<file path="src/rtl/divider_8bits_by_4bits_seq_pkg.sv">
// Shared widths, step count and FSM encoding for the 8-by-4 sequential divider.
package divider_8bits_by_4bits_seq_pkg;

    localparam int unsigned DIVIDEND_W = 8;
    localparam int unsigned DIVISOR_W  = 4;
    localparam int unsigned STEPS      = 8;
    localparam int unsigned REM_W      = DIVISOR_W + 1;
    localparam int unsigned CNT_W      = $clog2(STEPS);

    typedef enum logic [1:0] {
        IDLE = 2'd0,
        RUN  = 2'd1,
        DONE = 2'd2
    } state_t;

endpackage

</file>
<file path="src/rtl/div_step.sv">
// One restoring-division step: trial-subtract the divisor from the shifted partial remainder.
module div_step
    import divider_8bits_by_4bits_seq_pkg::*;
(
    input  logic [REM_W-1:0]     r_in,
    input  logic [DIVISOR_W-1:0] divisor,
    output logic [REM_W-1:0]     r_next_c,
    output logic                 q_bit_c
);

    logic [REM_W-1:0] diff;
    logic             no_borrow;

    // r - d as r + ~d + 1; carry out set means r >= d.
    kogge_stone #(.W(REM_W)) u_sub (
        .a    (r_in),
        .b    (~{1'b0, divisor}),
        .cin  (1'b1),
        .sum  (diff),
        .cout (no_borrow)
    );

    assign q_bit_c  = no_borrow;
    assign r_next_c = no_borrow ? diff : r_in;

endmodule

</file>
<file path="src/rtl/kogge_stone.sv">
// Parallel-prefix (Kogge-Stone) adder cell: sum = a + b + cin with carry out.
module kogge_stone #(
    parameter int unsigned W = 5
) (
    input  logic [W-1:0] a,
    input  logic [W-1:0] b,
    input  logic         cin,
    output logic [W-1:0] sum,
    output logic         cout
);

    // Index 0 carries cin as a generate term; index i+1 is operand bit i.
    logic [W:0] g;
    logic [W:0] p;
    logic [W:0] g_n;
    logic [W:0] p_n;

    always_comb begin
        g   = {a & b, cin};
        p   = {a ^ b, 1'b0};
        g_n = '0;
        p_n = '0;
        for (int d = 1; d <= int'(W); d = d * 2) begin
            g_n = g;
            p_n = p;
            for (int i = d; i <= int'(W); i++) begin
                g_n[i] = g[i] | (p[i] & g[i-d]);
                p_n[i] = p[i] & p[i-d];
            end
            g = g_n;
            p = p_n;
        end
        sum  = (a ^ b) ^ g[W-1:0];
        cout = g[W];
    end

endmodule

</file>
<file path="src/rtl/divider_8bits_by_4bits_seq.sv">
// Sequential restoring divider: 8-bit dividend by 4-bit divisor, one quotient bit per cycle.
module divider_8bits_by_4bits_seq
    import divider_8bits_by_4bits_seq_pkg::*;
(
    input  logic                  clk,
    input  logic                  rst,
    input  logic                  start,
    input  logic [DIVIDEND_W-1:0] dividend,
    input  logic [DIVISOR_W-1:0]  divisor,
    output logic                  busy,
    output logic                  done,
    output logic [DIVIDEND_W-1:0] quotient,
    output logic [DIVISOR_W-1:0]  remainder,
    output logic                  div_by_zero
);

    state_t                state;
    state_t                state_nxt;
    logic                  busy_nxt;
    logic                  done_nxt;
    logic [CNT_W-1:0]      cnt;
    logic [REM_W-1:0]      part_rem;
    logic [REM_W-1:0]      step_in;
    logic [REM_W-1:0]      step_out;
    logic                  q_bit;
    logic [DIVIDEND_W-1:0] dvd_sh;
    logic [DIVISOR_W-1:0]  dvs;
    logic                  last_step;
    logic                  unused_rem_msb;

    // Dividend shifts out MSB-first; quotient bits shift into the vacated LSBs.
    assign step_in        = {part_rem[REM_W-2:0], dvd_sh[DIVIDEND_W-1]};
    assign last_step      = (cnt == CNT_W'(STEPS - 1));
    assign unused_rem_msb = part_rem[REM_W-1] ^ step_out[REM_W-1];

    div_step u_step (
        .r_in     (step_in),
        .divisor  (dvs),
        .r_next_c (step_out),
        .q_bit_c  (q_bit)
    );

    always_ff @(posedge clk) begin
        if (rst) state <= IDLE;
        else     state <= state_nxt;
    end

    // Next state; busy/done decoded from the upcoming state so they register in step with it.
    always_comb begin
        state_nxt = state;
        unique case (state)
            IDLE: if (start) state_nxt = (divisor == '0) ? DONE : RUN;
            RUN:  if (last_step) state_nxt = DONE;
            DONE: state_nxt = IDLE;
            default: state_nxt = IDLE;
        endcase
        busy_nxt = (state_nxt != IDLE);
        done_nxt = (state_nxt == DONE);
    end

    always_ff @(posedge clk) begin
        if (rst) begin
            busy        <= 1'b0;
            done        <= 1'b0;
            quotient    <= '0;
            remainder   <= '0;
            div_by_zero <= 1'b0;
            cnt         <= '0;
            part_rem    <= '0;
            dvd_sh      <= '0;
            dvs         <= '0;
        end else begin
            busy <= busy_nxt;
            done <= done_nxt;
            unique case (state)
                IDLE: begin
                    if (start) begin
                        dvd_sh   <= dividend;
                        dvs      <= divisor;
                        part_rem <= '0;
                        cnt      <= '0;
                        if (divisor == '0) begin
                            quotient    <= '1;
                            remainder   <= '0;
                            div_by_zero <= 1'b1;
                        end
                    end
                end
                RUN: begin
                    part_rem <= step_out;
                    dvd_sh   <= {dvd_sh[DIVIDEND_W-2:0], q_bit};
                    cnt      <= cnt + CNT_W'(1);
                    if (last_step) begin
                        quotient    <= {dvd_sh[DIVIDEND_W-2:0], q_bit};
                        remainder   <= step_out[DIVISOR_W-1:0];
                        div_by_zero <= 1'b0;
                    end
                end
                default: ;
            endcase
        end
    end

endmodule

</file>
<file path="config.mk">
export PLATFORM = sky130hd
export DESIGN_NAME = divider_8bits_by_4bits_seq
export DESIGN_NICKNAME = d
export VERILOG_FILES = /design/src/rtl/divider_8bits_by_4bits_seq_pkg.sv /design/src/rtl/div_step.sv /design/src/rtl/kogge_stone.sv /design/src/rtl/divider_8bits_by_4bits_seq.sv
export SDC_FILE = /design/constraint.sdc
export NUM_CORES = 1
export LEC_CHECK = 0
export ABC_AREA = 1
export ABC_CLOCK_PERIOD_IN_PS = 3300
export CAP_MARGIN = 5
export CORE_UTILIZATION = 30
export DETAILED_ROUTE_END_ITERATION = 7
export SETUP_SLACK_MARGIN = 0.02
export SLEW_MARGIN = 0
export SYNTH_ARGS = -nofsm -noshare
export SYNTH_HDL_FRONTEND = slang
export SYNTH_HIERARCHICAL = 1
export SYNTH_SLANG_ARGS = --single-unit
</file>
<file path="constraint.sdc">
create_clock -name clk -period 3.3 [get_ports clk]
set_input_delay 0.495 -clock clk [delete_from_list [all_inputs] [get_ports clk]]
set_output_delay 0.495 -clock clk [all_outputs]
set_load 0.05 [all_outputs]
</file>
# --- Word level (Yosys, flattened, before mapping) ---
# Cells that the tools add are included.
word_totals:
  mem_count: 0
  ff_bits: 36
  ramBits: 0
  elab_cells: 69
  output_inout_bits: 15
  latch_bits: 0
  mem_bits_ro: 0
op_classes:
  n_shift: 0
  div: 0
  reduce_logical: 7
  n_bitwise: 22
  n_lt_le_gt_ge: 0
  add_sub_neg: 1
  mux: 23
  mul: 0
  n_eq_ne: 6
ops:
  columns: ["operator", "n"]
  rows:
  - ["8-bit two-way mux", 4]
  - ["8-bit case mux with 2 select lines", 2]
  - ["4-bit two-way mux", 5]
  - ["4-bit case mux with 2 select lines", 2]
  - ["1-bit bitwise AND", 10]
  - ["1-bit OR", 8]
  - ["2-bit two-way mux", 3]
  - ["2-bit != test, second input constant", 3]
  - ["3-bit case mux with 2 select lines", 1]
  - ["5-bit bitwise AND", 1]
  - ["4-bit inverter with 5-bit output", 1]
  - ["5-bit XOR", 1]
  - ["4-bit logical NOT", 1]
  - ["2-bit case mux with 2 select lines", 1]
  - ["2-bit AND reduction", 2]
  - ["4-bit AND reduction", 1]
  - ["2-bit nonzero test", 2]
  - ["4-bit XOR", 1]
  - ["3-bit by 1-bit adder with 3-bit output, second input constant", 1]
  - ["3-bit == test, second input constant", 1]
  - ["1-bit two-way mux", 3]
  - ["3-bit two-way mux", 1]
  - ["2-bit by 1-bit == test with 1-bit output, second input constant", 1]
  - ["2-bit == test, second input constant", 1]
  - ["2 further kinds", 2]

# --- Depth between registers and ports, before layout ---
logic_depth:
  ltp_word: 10
  mapped_depth: 11
  ltp_nobuf: 11

# --- By module ---
# Netlist, hierarchy kept.
modules_own_cells:
  columns: ["module", "seq_area_each_um2", "area_per_inst_um2", "cells_each", "instances"]
  rows:
  - ["divider_8bits_by_4bits_seq", 720.7, 1458.9, 187, 1]
  - ["kogge_stone", 0.0, 236.5, 38, 1]
  - ["div_step", 0.0, 78.8, 21, 1]

# --- Least setup slack after synthesis ---
# No wires, ideal clock.
synth_timing:
  kind: "register -> register"
  startpoint: "register dvd_sh[7]"
  endpoint: "register remainder[1]"
  t_required_ns: 3.168
  synth_period_minus_slack_ns: 1.714
  path_slack_ns: 1.586
  stages_incl_launch_ff: 11
  path_buffers: 0
  arrival_ns: 1.582
  path_cell_list: "dfxtp_1 -> inv_1 -> fa_1 -> inv_1 -> nand4_1 -> o211ai_1 -> inv_2 -> nand2_1 -> nand2_1 -> nand4_1 -> a21oi_1"
synth_via:
  elab_chain_len: 7
  word_cells_on_any_way: 9
synth_rtl:
  columns: ["element", "line", "text"]
  rows:
  - ["start, declared", "divider_8bits_by_4bits_seq.sv:26", "logic [DIVIDEND_W-1:0] dvd_sh;"]
  - ["start signal, assigned", "divider_8bits_by_4bits_seq.sv:78", "dvd_sh <= dividend;"]
  - ["start signal, assigned", "divider_8bits_by_4bits_seq.sv:91", "dvd_sh <= {dvd_sh[DIVIDEND_W-2:0], q_bit};"]
  - ["5-bit bitwise AND / 5-bit XOR (equally long branches)", null, null]
  - ["1-bit OR *", "kogge_stone.sv:27", "g_n[i] = g[i] | (p[i] & g[i-d]);"]
  - ["1-bit bitwise AND *", "kogge_stone.sv:27", null]
  - ["1-bit OR *", "kogge_stone.sv:27", null]
  - ["named net q_bit", "divider_8bits_by_4bits_seq.sv:25", "logic q_bit;"]
  - ["4-bit two-way mux *", "div_step.sv:24", "assign r_next_c = no_borrow ? diff : r_in;"]
  - ["named net step_out[1]", "divider_8bits_by_4bits_seq.sv:24", "logic [REM_W-1:0] step_out;"]
  - ["4-bit two-way mux *", "divider_8bits_by_4bits_seq.sv:93", "if (last_step) begin"]
  - ["4-bit case mux with 2 select lines *", "divider_8bits_by_4bits_seq.sv:75", "unique case (state)"]
  - ["end signal, assigned", "divider_8bits_by_4bits_seq.sv:95", "remainder <= step_out[DIVISOR_W-1:0];"]
  - ["end, declared", "divider_8bits_by_4bits_seq.sv:13", "output logic [DIVISOR_W-1:0] remainder,"]
# Mark *: on every way through the listed nets, which the timed path passes. The rest lies on a longest branch. The select of a mux whose other input is x is not followed.
# A chain may end at the register's enable or synchronous reset.

# --- Worst setup path in the final report ---
layout_timing:
  startpoint: "register state[0]"
  endpoint: "register quotient[3]"
layout_via:
  elab_chain_len: 3
  word_cells_on_any_way: 8
layout_rtl:
  columns: ["element", "line", "text"]
  rows:
  - ["start, declared", "divider_8bits_by_4bits_seq.sv:17", "state_t state;"]
  - ["start signal, assigned", "divider_8bits_by_4bits_seq.sv:45", "else state <= state_nxt;"]
  - ["2-bit by 1-bit == test with 1-bit output / 2-bit logical NOT (equally long branches)", "divider_8bits_by_4bits_seq.sv:75", null]
  - ["2-bit != test (no source line) / 2-bit nonzero test (equally long branches)", null, null]
  - ["4-bit AND reduction (no source line)", null, null]
  - ["end signal, assigned", "divider_8bits_by_4bits_seq.sv:94", "quotient <= {dvd_sh[DIVIDEND_W-2:0], q_bit};"]
  - ["end, declared", "divider_8bits_by_4bits_seq.sv:12", "output logic [DIVIDEND_W-1:0] quotient,"]
# Parallel ways exist; a longest one is shown, timed or not.

==> summary.txt <==
Power
  • Switch share: 27.9%
  • Internal Power: 0.696 mW
  • Power per Cell Area: 443 nW/um2
  • Pleak: 0.992 nW
  • Worst vdd ir: 0.244 mV
  • Comb pwr share: 17.6%
  • P_sw: 0.269 mW
  • Clock Power Share: 33.5%
  • Share of total power in sequential cells: 48.9%

Floorplan
  • Die H: 77.7 um
  • Starting Density: 31.2%
  • Io pins: 30
  • Std cell rows: 27
  • Die X: 77.7 um
  • Die area: 6040 um2
  • Core area: 5510 um2

Final layout
  • N_diodes: 0
  • P&R area growth vs syn: 26.5%
  • Final net count: 288
  • Final instance area: 2180 um2
  • Fillers: 580
  • Final Core Density: 39.5%
  • Layout cells sized above 1: 6.02%

STA
  • Final setup fails: 0
  • Final period util: 60.1%
  • Post-route minimum period: 1.98 ns
  • RSZ-0062 raised after global routing: no
  • Slew Viols, Final: 0
  • Worst slew pin tran: 0.547 ns
  • Final hold vios: 0
  • Setup TNS: 0 ns
  • Clock Skews: 0.00621 ns
  • Worst slew margin: 63.5%
  • Final worst slack: 1.32 ns
  • F_max: 0.505 GHz

Worst setup path
  • WS Path Type: flip-flop to flip-flop
  • Worst Path Arrival: 2.21 ns
  • CP bufs+invs: 2
  • Critical path startpoint category: flip-flop
  • CP max-delay cell: dfxtp_1
  • Nature of the critical path endpoint: flip-flop
  • Cells along the critical path: inv_2 > nor2_2 > nand2_1 > nand2_2 > o21bai_1 > inv_1
  • WP data required: 3.53 ns
  • Delay-heaviest family, CP: simple AND/OR/NAND/NOR gates
  • CP Max Fanout: 14
  • Worst stage delay on the critical path: 0.67 ns

Global route
  • Initial antenna violation count: 0
  • Gr ovfl total: 0
  • First-pass GRT wire length: 6.56 mm
  • Largest net degree at the start of global routing: 24
  • Vias in the first global route: 1,443
  • All-layer global routing usage: 14.0%

Drt
  • Vias per cell: 4.61
  • Detail Route Antenna Nets: 0
  • Via count: 1,557
  • WL final: 3.87 mm
  • Avg WL per Cell: 11.5 um
  • Remaining DRCs: 0
  • DR pass1 iterations: 4
  • Initial drt markers: 74

Placement
  • Routability Congestion: 0.813
  • Post-place setup slack: 1.33 ns
  • Placement Cell Area: 2090 um2
  • Buffers on Ports: 29
  • Final HPWL DP: 2.68 mm

CTS
  • # hold bufs at CTS: 0
  • Clk root buf: clkbuf_8
  • Setup bufs post-CTS: 0
  • H-tree Lvls: 2
  • Post-CTS sizing: 0
  • Clock sinks: 36
  • Clock buffer depth: 2
  • CTS tree: yes
  • Worst-Skew Late Latency: 0.29 ns
  • CTS buffer count: 5
  • Clock Pin Slew Worst Setup and Hold Paths: 0.07 ns

Min path
  • Worst hold path type: flip-flop to flip-flop

Logic synthesis
  • Post-synthesis average cell area: 7.35 um2
  • Syn Std Cell Area: 1720 um2
  • Synth warnings: 6
  • Syn Inst Count: 234

Flow run
  • Max-cap violations: 0

Outcome
  • Run status: finished, final reports clean
==> routing by layer <==
metal | vias up | part of all wire [%] | GRT usage (%) | wire length [um]
met5 | - | 0 | 0 | 0
met4 | 0 | 1.2 | 6.23 | 45
met3 | 7 | 6.2 | 4.59 | 240
met2 | 37 | 44 | 21.3 | 1690
met1 | 698 | 49 | 18.0 | 1900
li1 | 815 | - | - | -
==> placed cells by master, fill, tap and decap left out <==
cell type and instances:
clkbuf_8 6, inv_2 3, inv_1 35, fa_1 1, dfxtp_1 36, a21oi_1 29
clkbuf_1 2, o21ai_0 7, xor2_1 1, clkdlybuf4s50_1 29, nand3_1 5, nand2_2 2
nor2_2 2, xnor2_1 2, o21ai_1 1, nor3_1 1, ha_1 7, nand2_1 58
conb_1 3, o211ai_1 8, nor2_1 4, o21bai_1 8, nand4_1 13, buf_4 3
==> layout make-up <==
cell class | instances | area, um2 | share of cell area (%)
sequential | 36 | 721 | 33.1
clock buffer | 8 | 90.1 | 4.14
multi-input combinational | 152 | 820 | 37.7
tap | 72 | 90.1 | 4.14
timing repair buffer | 32 | 313 | 14.4
inverter | 38 | 143 | 6.56
==> sequential cells by signal (all words and copies together), names as in the netlist <==
name,cells
state,2
cnt,3
dvs,4
busy,1
part_rem,4
dvd_sh,8
remainder,4
quotient,8
done,1
div_by_zero,1
==> power groups by stage <==
stage | Sequential [mW] | Combinational [mW] | Clock (mW)
after detailed placement | 0.481 | 0.169 | 0
after global placement | 0.481 | 0.170 | 0
after CTS | 0.472 | 0.170 | 0.336
after floorplan | 0.487 | 0.113 | 0
after global routing | 0.475 | 0.194 | 0.357
final | 0.472 | 0.170 | 0.323
==> worst min-delay path, delay by kind of cell (launching register included) <==
family	cells	cell delay [ns]
buffers and inverters	1	0.04
DFF	1	0.33
AOI/OAI and AO/OA	1	0.07
==> stage by stage <==
step           power (mW)  hold WS [ns]  instances
2_1_floorplan       0.600         0.429        236
3_3_place_gp        0.651         0.448        330
3_5_place_dp        0.651         0.455        330
4_1_cts             0.978         0.469        338
5_1_grt              1.03         0.486        338
6_report            0.965         0.467        338
==> worst paths after layout <==
path | slack [ns] | to | depth (start not counted) | start
worst min-delay path | 0.47 | quotient[6] | 2 | quotient[6]
worst max-delay path | 1.32 | quotient[3] | 6 | state[0]
worst min register to register | 0.47 | quotient[6] | 2 | quotient[6]
worst max register to register | 1.32 | quotient[3] | 6 | state[0]
No activity file was read; power rests on OpenSTA's default activity.
